File: src/rtl/wb_burst_traffic_gen.sv
// ---------------------------------------------------------------------------
// wb_burst_traffic_gen
//
// Wishbone burst master for SDRAM soak testing. Each command issues one
// incrementing burst (write, read-check, or write followed by read-check).
// Write data comes from a seeded Galois LFSR. Read-check regenerates the same
// sequence from the seed, so the generator needs no data buffer.
//
// Ports
//   wb_clk_i / wb_rst_i  clock, asynchronous active-high reset
//   sdr_init_done        commands are only accepted once SDRAM init is done
//   cmd_*                command handshake (valid/ready), op, start word
//                        address, length (0 = 256 beats), LFSR seed (0 -> 1)
//   wb_*                 Wishbone master: cyc/stb/we/addr/dat/sel/cti out,
//                        ack/dat in
//   busy                 a command is in progress
//   done                 one-cycle pulse when a command finishes
//   timeout              sticky, set when a beat waited too long for ack
//   err_cnt              saturating read-check mismatch count
//   first_err_addr       word address of the first mismatch
// ---------------------------------------------------------------------------
module wb_burst_traffic_gen #(
    parameter int APP_AW      = 26,
    parameter int DW          = 32,
    parameter int ERR_W       = 16,
    parameter int ACK_TIMEOUT = 1023
) (
    input  logic              wb_clk_i,
    input  logic              wb_rst_i,
    input  logic              sdr_init_done,
    input  logic              cmd_valid,
    output logic              cmd_ready,
    input  logic [1:0]        cmd_op,
    input  logic [APP_AW-1:0] cmd_addr,
    input  logic [7:0]        cmd_len,
    input  logic [DW-1:0]     cmd_seed,
    output logic              wb_cyc_o,
    output logic              wb_stb_o,
    output logic              wb_we_o,
    output logic [APP_AW-1:0] wb_addr_o,
    output logic [DW-1:0]     wb_dat_o,
    output logic [DW/8-1:0]   wb_sel_o,
    output logic [2:0]        wb_cti_o,
    input  logic              wb_ack_i,
    input  logic [DW-1:0]     wb_dat_i,
    output logic              busy,
    output logic              done,
    output logic              timeout,
    output logic [ERR_W-1:0]  err_cnt,
    output logic [APP_AW-1:0] first_err_addr
);

    localparam int              SW       = DW / 8;
    localparam int              WAIT_W   = $clog2(ACK_TIMEOUT + 1);
    localparam logic [WAIT_W-1:0] WAIT_MAX = WAIT_W'(ACK_TIMEOUT);
    localparam logic [DW-1:0]   POLY     = DW'(32'h0040_0007);

    localparam logic [1:0] OP_WR    = 2'b00;
    localparam logic [1:0] OP_RD    = 2'b01;
    localparam logic [1:0] OP_WR_RD = 2'b10;

    typedef enum logic [2:0] {
        S_IDLE = 3'd0,
        S_WR   = 3'd1,
        S_GAP  = 3'd2,
        S_RD   = 3'd3,
        S_FIN  = 3'd4
    } state_t;

    state_t             state_reg, state_next;
    logic [1:0]         op_reg;
    logic [APP_AW-1:0]  start_reg;
    logic [APP_AW-1:0]  addr_reg;
    logic [7:0]         len_m1_reg;
    logic [7:0]         beat_reg;
    logic [DW-1:0]      seed_reg;
    logic [DW-1:0]      lfsr_reg;
    logic [WAIT_W-1:0]  wait_reg;
    logic [ERR_W-1:0]   err_reg;
    logic [APP_AW-1:0]  first_reg;
    logic               timeout_reg;

    logic               accept;
    logic               in_burst;
    logic               ack_ok;
    logic               last_beat;
    logic               last_ack;
    logic               tmo_hit;
    logic               rd_mismatch;
    logic [DW-1:0]      lfsr_step;
    logic [DW-1:0]      seed_fix;

    // The bus is owned exactly while in WR or RD, so cyc/stb come straight
    // from the state register and drop on the same edge that leaves the burst
    // (or immediately on reset).
    assign in_burst    = (state_reg == S_WR) || (state_reg == S_RD);
    assign accept      = cmd_valid & cmd_ready;
    assign ack_ok      = in_burst & wb_ack_i;
    // len_m1 wraps 0 -> 255, which makes a zero length mean 256 beats.
    assign last_beat   = (beat_reg == len_m1_reg);
    assign last_ack    = ack_ok & last_beat;
    assign tmo_hit     = in_burst & ~wb_ack_i & (wait_reg == WAIT_MAX);
    assign rd_mismatch = (state_reg == S_RD) & ack_ok & (wb_dat_i != lfsr_reg);
    assign lfsr_step   = {lfsr_reg[DW-2:0], 1'b0} ^ (lfsr_reg[DW-1] ? POLY : '0);
    assign seed_fix    = (cmd_seed == '0) ? DW'(1) : cmd_seed;

    // State register
    always_ff @(posedge wb_clk_i or posedge wb_rst_i) begin
        if (wb_rst_i) begin
            state_reg <= S_IDLE;
        end else begin
            state_reg <= state_next;
        end
    end

    // Next-state logic
    always_comb begin
        state_next = state_reg;
        case (state_reg)
            S_IDLE: begin
                if (accept) begin
                    case (cmd_op)
                        OP_WR, OP_WR_RD: state_next = S_WR;
                        OP_RD:           state_next = S_RD;
                        default:         state_next = S_FIN;
                    endcase
                end
            end
            S_WR: begin
                if (last_ack) begin
                    state_next = (op_reg == OP_WR_RD) ? S_GAP : S_FIN;
                end else if (tmo_hit) begin
                    state_next = S_FIN;
                end
            end
            S_GAP:   state_next = S_RD;
            S_RD: begin
                if (last_ack || tmo_hit) begin
                    state_next = S_FIN;
                end
            end
            S_FIN:   state_next = S_IDLE;
            default: state_next = S_IDLE;
        endcase
    end

    // Outputs
    always_comb begin
        cmd_ready      = (state_reg == S_IDLE) & sdr_init_done;
        wb_cyc_o       = in_burst;
        wb_stb_o       = in_burst;
        wb_we_o        = (state_reg == S_WR);
        wb_addr_o      = addr_reg;
        wb_dat_o       = lfsr_reg;
        wb_sel_o       = {SW{in_burst}};
        wb_cti_o       = in_burst ? (last_beat ? 3'b111 : 3'b010) : 3'b000;
        busy           = (state_reg != S_IDLE);
        done           = (state_reg == S_FIN);
        timeout        = timeout_reg;
        err_cnt        = err_reg;
        first_err_addr = first_reg;
    end

    // Burst datapath: beat/address/LFSR advance together on each ack; the wait
    // counter restarts at every beat start (accept, GAP) and every ack.
    always_ff @(posedge wb_clk_i or posedge wb_rst_i) begin
        if (wb_rst_i) begin
            op_reg      <= '0;
            start_reg   <= '0;
            addr_reg    <= '0;
            len_m1_reg  <= '0;
            beat_reg    <= '0;
            seed_reg    <= '0;
            lfsr_reg    <= '0;
            wait_reg    <= '0;
            err_reg     <= '0;
            first_reg   <= '0;
            timeout_reg <= 1'b0;
        end else if (accept) begin
            op_reg      <= cmd_op;
            start_reg   <= cmd_addr;
            addr_reg    <= cmd_addr;
            len_m1_reg  <= cmd_len - 8'd1;
            beat_reg    <= '0;
            seed_reg    <= seed_fix;
            lfsr_reg    <= seed_fix;
            wait_reg    <= '0;
            err_reg     <= '0;
            first_reg   <= '0;
            timeout_reg <= 1'b0;
        end else begin
            case (state_reg)
                S_WR, S_RD: begin
                    if (ack_ok) begin
                        beat_reg <= beat_reg + 8'd1;
                        addr_reg <= addr_reg + APP_AW'(1);
                        lfsr_reg <= lfsr_step;
                        wait_reg <= '0;
                        if (rd_mismatch) begin
                            if (err_reg != '1) begin
                                err_reg <= err_reg + ERR_W'(1);
                            end
                            if (err_reg == '0) begin
                                first_reg <= addr_reg;
                            end
                        end
                    end else if (tmo_hit) begin
                        timeout_reg <= 1'b1;
                    end else begin
                        wait_reg <= wait_reg + WAIT_W'(1);
                    end
                end
                S_GAP: begin
                    // Rewind for the read-check pass.
                    lfsr_reg <= seed_reg;
                    addr_reg <= start_reg;
                    beat_reg <= '0;
                    wait_reg <= '0;
                end
                default: ;
            endcase
        end
    end

endmodule

File: config.mk
export PLATFORM = sky130hd
export DESIGN_NAME = wb_burst_traffic_gen
export DESIGN_NICKNAME = d
export VERILOG_FILES = /design/src/rtl/wb_burst_traffic_gen.sv
export SDC_FILE = /design/constraint.sdc
export NUM_CORES = 1
export LEC_CHECK = 0
export CORE_UTILIZATION = 40
export DETAILED_ROUTE_END_ITERATION = 7
export PLACE_DENSITY = 0.66
export SLEW_MARGIN = 5
export SYNTH_ARGS = -nofsm -noshare
export SYNTH_HDL_FRONTEND = slang
export SYNTH_SLANG_ARGS = --single-unit
File: constraint.sdc
create_clock -name wb_clk_i -period 8.5 [get_ports wb_clk_i]
set_input_delay 2.55 -clock wb_clk_i [delete_from_list [all_inputs] [get_ports wb_clk_i]]
set_output_delay 2.55 -clock wb_clk_i [all_outputs]
set_load 0.01 [all_outputs]
# == Yosys cells after proc, flatten, opt, wreduce, memory -nomap -nowiden ==
# Cells that the tools add are included.
# op_classes
mul,0
n_lt_le_gt_ge,0
n_addsub,5
shift,0
n_mux,38
eq_ne,17
bitwise,10
div,0
reduce_logical,22
# ops
operator,n
26-bit two-way mux,7
32-bit two-way mux,3
16-bit two-way mux,5
32-bit one-hot mux with 2 select lines,1
26-bit one-hot mux with 2 select lines,1
32-bit logical NOT,1
32-bit inequality test,1
32-bit by 23-bit bitwise XOR with 32-bit output,1
10-bit two-way mux,3
"26-bit by 1-bit adder with 26-bit output, second input constant",1
23-bit two-way mux,1
3-bit two-way mux,7
10-bit one-hot mux with 2 select lines,1
"16-bit by 1-bit adder with 16-bit output, second input constant",1
16-bit logical NOT,1
8-bit two-way mux,2
"16-bit inequality test, second input constant",1
8-bit one-hot mux with 2 select lines,1
3-bit one-hot mux with 4 select lines,1
2-bit nonzero test,6
"10-bit by 1-bit adder with 10-bit output, second input constant",1
"10-bit equality test, second input constant",1
"8-bit by 1-bit adder with 8-bit output, second input constant",1
1-bit bitwise AND,8
other kinds (23),35
# totals
reg_bits,190
latchBits,0
mem_bits_rw,0
mem_count,0
input_bits,105
elab_cells,104
mem_bits_ro,0
output_inout_bits,114

# == Depth between registers and ports, before layout ==
# depth
ltp_word,9
ltp_mapped,10

# == Least setup slack after synthesis ==
# No wires, ideal clock.
# synth_timing
path_type,in2out
from,in sdr_init_done
to,out cmd_ready
n_path_buf,0
slack_ns,3.254
arrival_time_ns,2.696
cell_stages,1
cell_sequence,and2_1
# synth_via
elab_chain_len,1
# synth_rtl
element,line_no,rtl
from (decl),30,"input logic sdr_init_done,"
1-bit bitwise AND,149,cmd_ready = (state_reg == S_IDLE) & sdr_init_done;
to (decl),32,"output logic cmd_ready,"
# Every way passes these cells.

# == Final worst setup path ==
# Same ends and word-level chain as after synthesis.

==> summary.txt <==
Routed wire length -> 28.4 mm
Critical path class -> input pin to output pin
Setup Fix Bufs, Post-CTS -> 0
Most frequent cells in the layout -> nand2_1, clkdlybuf4s50_1, dfrtp_1
Async set-reset flop share out of synthesis -> 100%
First-pass GRT wire length -> 45.6 mm
Hold depth -> 2
Largest net degree at the start of global routing -> 137
Placed Area -> 0.0122 sq mm
PwrDens -> 347 mW/mm^2
Seq/Total Area, Yosys -> 48.5%
Flops & latches, synth -> 190
Gr usage total -> 23.5%
Initial antenna violation count -> 0
Post-DP HPWL -> 19.5 mm
Placer Congestion -> 0.834
Crit-path max FO -> 4
Outcome -> finished, final reports clean
Die W -> 159 um
WL/cell -> 17.8 um
Fmax -> 158 MHz
Gr ovfl total -> 0
Worst path cell trace -> clkdlybuf4s50_1 -> and2_1 -> clkdlybuf4s50_1
Top delay family on crit path -> buffers and inverters
Worst-margin pin slew -> 1.01 ns
Worst min path class -> flop to flop
Area Growth Syn to Fin -> 30.3%
Number of H-tree levels -> 4
Remaining DRCs -> 0
CTS Buf Count -> 17
Vias per cell -> 5.43
Multi-input combinational cell area -> 0.00461 sq mm
R2r startpoint -> state_reg[0]$_DFFE_PP0P_
Slowest CP cell -> clkdlybuf4s50_1
CTS tree -> built
Maximum VDD drop -> 0.000160 V
PostCTS Resize Cnt -> 0
Worst-path clk slew -> 0.08 ns
Initial DRC count -> 677
Clock root cell -> clkbuf_16
WHS -> 0.474 ns
Post-Syn Nets -> 1195
Hold_sp -> seed_reg[29]$_DFFE_PP0P_
Hold Fails Final Rpt -> 0
Post-Syn Instances -> 1084
Max cap viols -> 0
Vias in the first global route -> 8727
Slowest stage delay, CP -> 0.56 ns
Hold path endpoint -> seed_reg[29]$_DFFE_PP0P_
Final nets -> 1373
Tcrit/Tclk final -> 74.7%
Post-synthesis cell type count -> 61
Final setup fails -> 0
Arrival time worst endpoint -> 3.80 ns
Leak -> 5.51 nW
R2R depth -> 6
Post-layout min period -> 6.35 ns
FF/Latch Area -> 0.00475 sq mm
Synth warn -> 0
CTS Hold Bufs -> 0
Die Y -> 159 um
Die area -> 0.0251 sq mm
Antenna cells -> 0
Share of post-route cells with drive strength above 1 -> 4.71%
Critical path startpoint category -> input pin
Fin. max-slew vios -> 0
Critical Path Most Common Cell -> clkdlybuf4s50_1
Number of flops mapped to enable cells by yosys -> 0
Drt pass-1 iters -> 5
FF-to-FF End -> wb_addr_o[7]$_DFFE_PP0P_
CP endpoint kind -> output pin
Unrepaired setup endpoints after global routing -> false
Via count -> 8658
Syn avg cell area -> 9.04 sq um
Clock latency on the worst-skew pair -> 0.44 ns
Fill count -> 2188
Most used DFF post-synth -> dfrtp_1
CTS max path bufs -> 2
Final ANT Viol Nets -> 0
I/O pin cnt -> 219
Worst R2R Setup Slack -> 5.31 ns
Setup TNS -> 0 ns
Clock sink count -> 190
# rows -> 56
Buffers and inverters on the worst path -> 2
Effective utilization at floorplan -> 41.2%
Worst Clk Skew -> 0.0153 ns
Design area -> 0.0128 sq mm
CP required -> 5.95 ns
Post-Synthesis Cell Area -> 0.00980 sq mm
Slew margin rel. -> 32.7%
Port Buffers -> 218
Commonest non-fill, non-tap cell in the layout -> nand2_1
Core area -> 0.0238 sq mm
-- worst max path at each step --
stage	to	slack [ns]	cells past startpoint	from
global placement	cmd_ready	2.17	3	sdr_init_done
floorplan	beat_reg[0]$_DFFE_PP0P_	0.78	1	wb_rst_i
CTS	cmd_ready	2.15	3	sdr_init_done
global route	cmd_ready	2.11	3	sdr_init_done
finish	cmd_ready	2.15	3	sdr_init_done
detailed placement	cmd_ready	2.15	3	sdr_init_done
-- area by class of cell --
class                   count  area share (%)
repair buffers            227            17.7
flip-flops and latches    190            37.2
multi-input cells         789            36.1
well taps                 319            3.13
clock buffers              18            3.36
clock inverters            14            1.30
inverters                  37            1.16
-- synth_stat cells (all sizes together) (4+ instances only) --
library cell    n  area (sq um)
a211oi          5          37.5
a21oi          24           120
a222oi          4          40.0
a22oi           4          30.0
a31oi          10          62.6
and2            4          25.0
and3           10          62.6
and4            4          35.0
buf            31           201
clkbuf         37           139
dfrtp         190          4750
ha              6          75.1
inv            36           135
mux2i          32           320
nand2         257           972
nand2b          8          57.6
nand3          24           120
nand4          20           125
nor2           47           184
nor3           40           200
nor4           28           205
o211ai          8          60.1
o21a           28           210
o21ai          87           435
o221ai          7          61.3
o31ai          10          75.1
or3             7          48.8
or4             8          60.1
xnor2          26           228
xor2           52           455
-- layer usage --
layer | routed length, um | up-vias | share of wire [%] | track usage (%)
li1 | - | 4109 | - | -
met1 | 12700 | 4224 | 45 | 31.4
met2 | 13400 | 287 | 47 | 38.7
met3 | 1750 | 38 | 6.1 | 4.00
met4 | 570 | 0 | 2.0 | 7.97
met5 | 0 | - | 0 | 0
-- report_power, final --
part | internal (W) | total, W | switching, W
sequential | 0.00127 | 0.00165 | 0.000379
combinational | 0.000939 | 0.00196 | 0.00102
clock | 0.000424 | 0.000814 | 0.000390
-- metrics by stage --
step	instances	power, W	setup slack (ns)	util [%]
after floorplan	1084	0.00275	0.780	-
after global placement	1562	0.00357	2.17	51.2
after detailed placement	1562	0.00362	2.15	51.2
after CTS	1594	0.00446	2.15	53.7
after global routing	1594	0.00473	2.11	53.7
final	1594	0.00442	2.15	53.7
-- tightest hold or removal path, stage by stage (launching register included) --
cell and delay [ns]:
dfrtp_1 0.34, nand2_1 0.05, nand2_1 0.06
-- cells by family (layout without fill, tap and decap cells) --
group,after synthesis,in the layout,synth area share (%)
AO/OA/AOI/OAI,207,207,13.4
adder cells (fa/ha/maj),6,6,0.766
AND/OR/NAND/NOR,466,466,22.1
flip-flops,190,190,48.5
buffers and inverters,105,296,4.90
XOR/XNOR,78,78,6.97
multiplexers,32,32,3.27
No activity file was read; power rests on OpenSTA's default activity.
